--- config.mk ---
export PLATFORM = sky130hd
export DESIGN_NAME = seven_seg_display_driver
export DESIGN_NICKNAME = d
export VERILOG_FILES = /design/src/rtl/seven_seg_pkg.sv /design/src/rtl/bin2bcd_serial.sv /design/src/rtl/seven_seg_display_driver.sv
export SDC_FILE = /design/constraint.sdc
export NUM_CORES = 1
export LEC_CHECK = 0
export ABC_CLOCK_PERIOD_IN_PS = 2200
export BUFFER_PORTS_ARGS = -buffer_cell sky130_fd_sc_hd__buf_2
export CAP_MARGIN = 15
export CORE_ASPECT_RATIO = 0.9
export CORE_MARGIN = 3
export CORE_UTILIZATION = 23
export DETAILED_ROUTE_END_ITERATION = 10
export GPL_TIMING_DRIVEN = 1
export MAX_ROUTING_LAYER = met4
export PLACE_DENSITY = 0.43
export SYNTH_ARGS = -nofsm -noshare
export SYNTH_HDL_FRONTEND = slang
export SYNTH_SLANG_ARGS = --single-unit
--- constraint.sdc ---
create_clock -name clk -period 2.2 [get_ports clk]
set_input_delay 0.11 -clock clk [delete_from_list [all_inputs] [get_ports clk]]
set_output_delay 0.11 -clock clk [all_outputs]
set_load 0.02 [all_outputs]
--- src/rtl/seven_seg_pkg.sv ---
// seven_seg_pkg: shared glyph table, display constants and FSM state type
package seven_seg_pkg;

  localparam logic [6:0] SEG_BLANK = 7'b1111111;
  localparam logic [6:0] SEG_DASH  = 7'b1111110;

  typedef enum logic [1:0] {IDLE, SHIFT, ENCODE} disp_state_t;

  // Active-low {a,b,c,d,e,f,g} pattern for one hex digit
  function automatic logic [6:0] glyph(logic [3:0] d);
    case (d)
      4'h0: glyph = 7'b0000001;
      4'h1: glyph = 7'b1001111;
      4'h2: glyph = 7'b0010010;
      4'h3: glyph = 7'b0000110;
      4'h4: glyph = 7'b1001100;
      4'h5: glyph = 7'b0100100;
      4'h6: glyph = 7'b0100000;
      4'h7: glyph = 7'b0001111;
      4'h8: glyph = 7'b0000000;
      4'h9: glyph = 7'b0000100;
      4'hA: glyph = 7'b0001000;
      4'hB: glyph = 7'b1100000;
      4'hC: glyph = 7'b0110001;
      4'hD: glyph = 7'b1000010;
      4'hE: glyph = 7'b0110000;
      default: glyph = 7'b0111000;
    endcase
  endfunction

  // Decimal digits needed for the largest w-bit value, i.e. ceil(w*log10(2))
  function automatic int bcd_digits(int w);
    longint v;
    int n;
    v = (longint'(1) << w) - 1;
    n = 0;
    for (int k = 0; k < 20; k++) begin
      if (v > 0) begin
        n++;
        v = v / 10;
      end
    end
    return n;
  endfunction

endpackage

--- src/rtl/bin2bcd_serial.sv ---
// bin2bcd_serial: serial double-dabble datapath, one operand bit per step
module bin2bcd_serial
  import seven_seg_pkg::*;
#(
  parameter int IN_W  = 6,
  parameter int BCD_D = bcd_digits(IN_W)
) (
  input  logic                 clk,
  input  logic                 rst_n,
  input  logic                 load,
  input  logic                 step,
  input  logic [IN_W-1:0]      value,
  output logic [IN_W-1:0]      opnd,
  output logic [4*BCD_D-1:0]   bcd
);

  logic [4*BCD_D-1:0] adj;

  // Add 3 to every nibble >= 5 so the following shift carries correctly into the next decade
  always_comb begin
    adj = bcd;
    for (int i = 0; i < BCD_D; i++)
      adj[4*i+:4] = (bcd[4*i+:4] >= 4'd5) ? bcd[4*i+:4] + 4'd3 : bcd[4*i+:4];
  end

  // Load captures the operand and clears BCD; each step shifts one operand bit into BCD
  always_ff @(posedge clk or negedge rst_n) begin
    if (!rst_n) begin
      opnd <= '0;
      bcd  <= '0;
    end else if (load) begin
      opnd <= value;
      bcd  <= '0;
    end else if (step) begin
      {bcd, opnd} <= {adj, opnd} << 1;
    end
  end

endmodule

--- src/rtl/seven_seg_display_driver.sv ---
// seven_seg_display_driver: binary to hex/decimal active-low seven-segment glyphs with blanking and overflow
module seven_seg_display_driver
  import seven_seg_pkg::*;
#(
  parameter int IN_W   = 6,
  parameter int DIGITS = 2
) (
  input  logic                  clk,
  input  logic                  rst_n,
  input  logic                  start,
  input  logic [IN_W-1:0]       value,
  input  logic                  mode,
  input  logic                  blank_lz,
  output logic                  busy,
  output logic                  done,
  output logic                  ovf,
  output logic [DIGITS*7-1:0]   seg
);

  localparam int BCD_D = bcd_digits(IN_W);
  localparam int CW    = $clog2(IN_W + 1);
  localparam int XW    = 4 * (DIGITS + BCD_D) + IN_W;

  disp_state_t           state;
  logic [CW-1:0]         cnt;
  logic                  mode_r;
  logic                  blz_r;
  logic                  load;
  logic                  step;
  logic [IN_W-1:0]       opnd;
  logic [4*BCD_D-1:0]    bcd;
  logic [XW-1:0]         src;
  logic                  ovf_n;
  logic [DIGITS*7-1:0]   seg_n;

  assign busy = state != IDLE;
  assign load = state == IDLE && start;
  assign step = state == SHIFT;

  bin2bcd_serial #(.IN_W(IN_W), .BCD_D(BCD_D)) u_bcd (
    .clk   (clk),
    .rst_n (rst_n),
    .load  (load),
    .step  (step),
    .value (value),
    .opnd  (opnd),
    .bcd   (bcd)
  );

  // Digit source widened so overflow is simply "anything above the displayed nibbles is set"
  always_comb begin
    src   = mode_r ? XW'(opnd) : XW'(bcd);
    ovf_n = |(src >> (4 * DIGITS));
    seg_n = '1;
    for (int i = 0; i < DIGITS; i++)
      seg_n[7*i+:7] = ovf_n ? SEG_DASH :
                      (blz_r && i > 0 && (src >> (4 * i)) == '0) ? SEG_BLANK :
                      glyph(src[4*i+:4]);
  end

  // Conversion FSM; seg/ovf/done are registered together in ENCODE so all digits change at once
  always_ff @(posedge clk or negedge rst_n) begin
    if (!rst_n) begin
      state  <= IDLE;
      cnt    <= '0;
      mode_r <= 1'b0;
      blz_r  <= 1'b0;
      seg    <= '1;
      ovf    <= 1'b0;
      done   <= 1'b0;
    end else begin
      done <= 1'b0;
      case (state)
        IDLE: if (start) begin
          mode_r <= mode;
          blz_r  <= blank_lz;
          cnt    <= '0;
          state  <= mode ? ENCODE : SHIFT;
        end
        SHIFT: begin
          cnt <= cnt + 1'b1;
          if (cnt == CW'(IN_W - 1)) state <= ENCODE;
        end
        ENCODE: begin
          seg   <= seg_n;
          ovf   <= ovf_n;
          done  <= 1'b1;
          state <= IDLE;
        end
        default: state <= IDLE;
      endcase
    end
  end

endmodule
==> metrics.md <==
| Metric | Value |
|---|---|
| Outcome | complete, no violations |
| Internal reg-to-reg setup slack | between 0.2 and 0.25 ns |
| Post-Synth XOR/XNOR Area | roughly 1.5% |
| Nets | 318 |
| Num CTS Buffers | 5 |
| TritonCTS clock tree | yes |
| R2R depth | 9 |
| Number of global-route vias before repair | approximately 1.9k |
| IO Port Bufs | 26 |
| Largest family of logic cells by synthesized area | compound AO/OA/AOI/OAI gates |
| Total negative slack | 0 ns |
| Synthesized area per cell | 9.18 sq um |
| Reg-to-reg startpoint | mode_r |
| VDD IR-drop max | roughly 470 uV |
| Vias | ~1.9k |
| Fin. max-slew vios | 0 |
| WP data required | around 2.4 ns |
| Synth Area in Simple Gates | between 10% and 20% |
| Initial antenna violation count | 0 |
| Cell row count | 34 |
| Warnings from Yosys | 0 |
| Total I/O pin count | 28 |
| CP startpoint kind | flop |
| CTS H-tree depth | 2 |
| Yosys cell types | 51 |
| Period Utilization, post-route | between 90% and 100% |
| Antenna viol nets, final | 0 |
| DP Worst Slack | between 0.2 and 0.25 ns |
| Unrepaired setup endpoints after global routing | false |
| CORE AREA | approximately 0.010 sq mm |
| Postcts setup bufs | 0 |
| CTS clk-pin slew, worst paths | approximately 0.050 ns |
| GRT overflow | 0 |
| All-Layer GR Usage | a little over a tenth |
| Layout cells sized above 1 | a little under a quarter |
| Critical Setup Path Class | flop to flop |
| FMAX | between 0.5 and 0.6 GHz |
| PwrDens | 1520 mW/mm^2 |
| Post-synth EDFFs | 0 |
| Die Y | approximately 100 microns |
| First-pass DRT Iterations | 4 |
| Worst-margin pin slew | between 1 and 1.5 ns |
| Num Clock Sinks | 36 |
| CP Capture Type | flop |
| Area occupied by multi-input gates | 0.00136 sq mm |
| Critical Path Sink | seg[1] |
| # fillers | 1083 |
| Total power after layout | 0.00433 W |
| Post-layout min period | just under 2 ns |
| Adder-cell share of the synthesized area | 9.84% |
| Synth Flop Type | dfrtp_1 |
| Vias per cell | between 4 and 5 |
| Clock skew | 0.00491 ns |
| CP startpoint | mode_r |
| R2R Path End | seg[1] |
| Max_slew headroom | 24.4% |
| Area leader, netlist | dfrtp_1 |
| Hpwl dp | 4250 microns |
| Total routed wirelength | just under 6000 microns |
| CTS root buf | clkbuf_16 |
| Die Area | 0.0118 sq mm |
| Synth top area share | 22.8% |
| CTS max path bufs | 2 |
| Seq/Total Area, Yosys | a little under two fifths |
| Dpl cells | 406 |
| Die Width | ~110 microns |
| Multiplexer share of the synthesized area | 6.27% |
| Area Overhead vs Synth | 17.7% |
| Antenna cells | 0 |
| FF/Latch Area | slightly above 900 sq um |
| Synth Instances | approximately 260 |
| DR WL/cell | approximately 14 microns |
| Final setup vio count | 0 |
| Compound-Gate Fraction of Synth Area | 22.1% |
| Worst skew pair latency | 0.28 ns |
| #FFs+latches synth | 36 |
| Fin cells | 414 |
| GP Congestion | 0.799 |
| Critical path fanouts, max | 20 |
| Final worst setup slack | around 0.21 ns |
| Starting Density | about a quarter |
| Residual DRC count | 0 |
| Largest net degree at the start of global routing | 37 |
| Cell area after synthesis | 0.00241 sq mm |
| Max-Cap Viols | 0 |
| Final hold vios | 0 |
| CP Data Arrival Time | approximately 2.2 ns |
| Async SR Flop Fraction | 100% |
| Wire length of the first global-routing pass | 9800 microns |
| Area contributors post-synth | dfrtp_1 23%, dfstp_2 15%, ha_1 9.8%, nand2_1 4.0%, nor2_1 3.6% |
| Leak | 1.24 nW |
| Worst hold path class | input pin to flop |
| DRT iter0 DRCs | ~120 |
| Post-Syn Nets | 293 |
| Commonest cells after routing, fill and taps aside | 26 x nand2_1, 26 x buf_2, 23 x nor2_1, 22 x dfrtp_1, 19 x ha_1 |
[registers in the layout, indices dropped and copies added (netlist names)]
| name | count |
|---|---|
| cnt | 3 |
| u_bcd.opnd | 6 |
| blz_r | 1 |
| state | 2 |
| done | 1 |
| u_bcd.bcd | 8 |
| mode_r | 1 |
| seg | 14 |
[stage by stage]
stage	area (sq um)	hold slack [ns]	utilization [%]
after floorplan	2410	-0.186	-
after global placement	2680	0.277	26.9
after detailed placement	2680	0.283	26.9
after CTS	2840	0.0697	28.5
after global routing	2840	0.0714	28.5
final	2840	0.0723	28.5
[cell type report]
cell class	instances	share of cell area, %
Tap cell	126	5.55
Sequential cell	36	32.3
Multi-Input combinational cell	197	48.0
Clock buffer	7	5.37
Inverter	13	1.72
Timing Repair Buffer	35	7.05
[power breakdown]
| group | internal [W] | switching, W |
|---|---|---|
| registers | 0.00103 | 0.000324 |
| logic | 0.000961 | 0.00129 |
| clock network | 0.000475 | 0.000257 |
[worst max-delay path: stages, from the launching register on]
cell      delay, ns
dfrtp_1        0.42
buf_4          0.23
nand2_1        0.10
o21a_1         0.25
inv_1          0.09
ha_1           0.24
inv_1          0.09
mux2i_1        0.07
a221oi_1       0.34
nor2_1         0.07
[how the worst min path moves through the flow]
stage | start | endpoint | depth (start not counted)
after floorplan | rst_n | blz_r | 0
after global placement | rst_n | cnt[2] | 1
after detailed placement | rst_n | cnt[1] | 1
after CTS | blank_lz | blz_r | 2
after global routing | blank_lz | blz_r | 2
final | blank_lz | blz_r | 2
[repair_timing]
item	4_1_cts	5_1_grt
resized for setup	0	0
endpoints found under the setup margin	0	0
hold buffers	1	0
endpoints found under the hold margin	22	0
[layer usage]
metal | vias up | global-route usage, % | routed length (microns)
met1 | 880 | 16.6 | 3460
met3 | 5 | 2.91 | 275
met5 | - | - | 0
met4 | 0 | 2.65 | 39
li1 | 968 | - | -
met2 | 42 | 13.9 | 2100
[cell usage after synthesis (3+ instances only)]
cell      number
mux2_2         4
nand3b_1       4
buf_2          7
o22ai_1        3
nand2_1       26
buf_4          3
nor3_1         3
a21oi_1       17
o31ai_1        3
inv_1         12
mux2i_1        7
a22o_1         6
nor2b_1        9
xnor2_1        4
clkbuf_1       7
a22oi_1        6
nor2_1        23
dfstp_2       14
dfrtp_1       22
o21a_1         4
nand2b_1       8
ha_1          19
o21ai_0       17
[cell families (layout without fill, tap and decap cells)]
family / Yosys count / count (layout)
fa+ha+maj: 19 / 19
xor+xnor: 4 / 4
simple gates: 82 / 82
buf+inv: 30 / 55
mux: 13 / 13
other cells: 1 / 1
flops: 36 / 36
compound gates: 78 / 78
No activity file was read; power rests on OpenSTA's default activity.
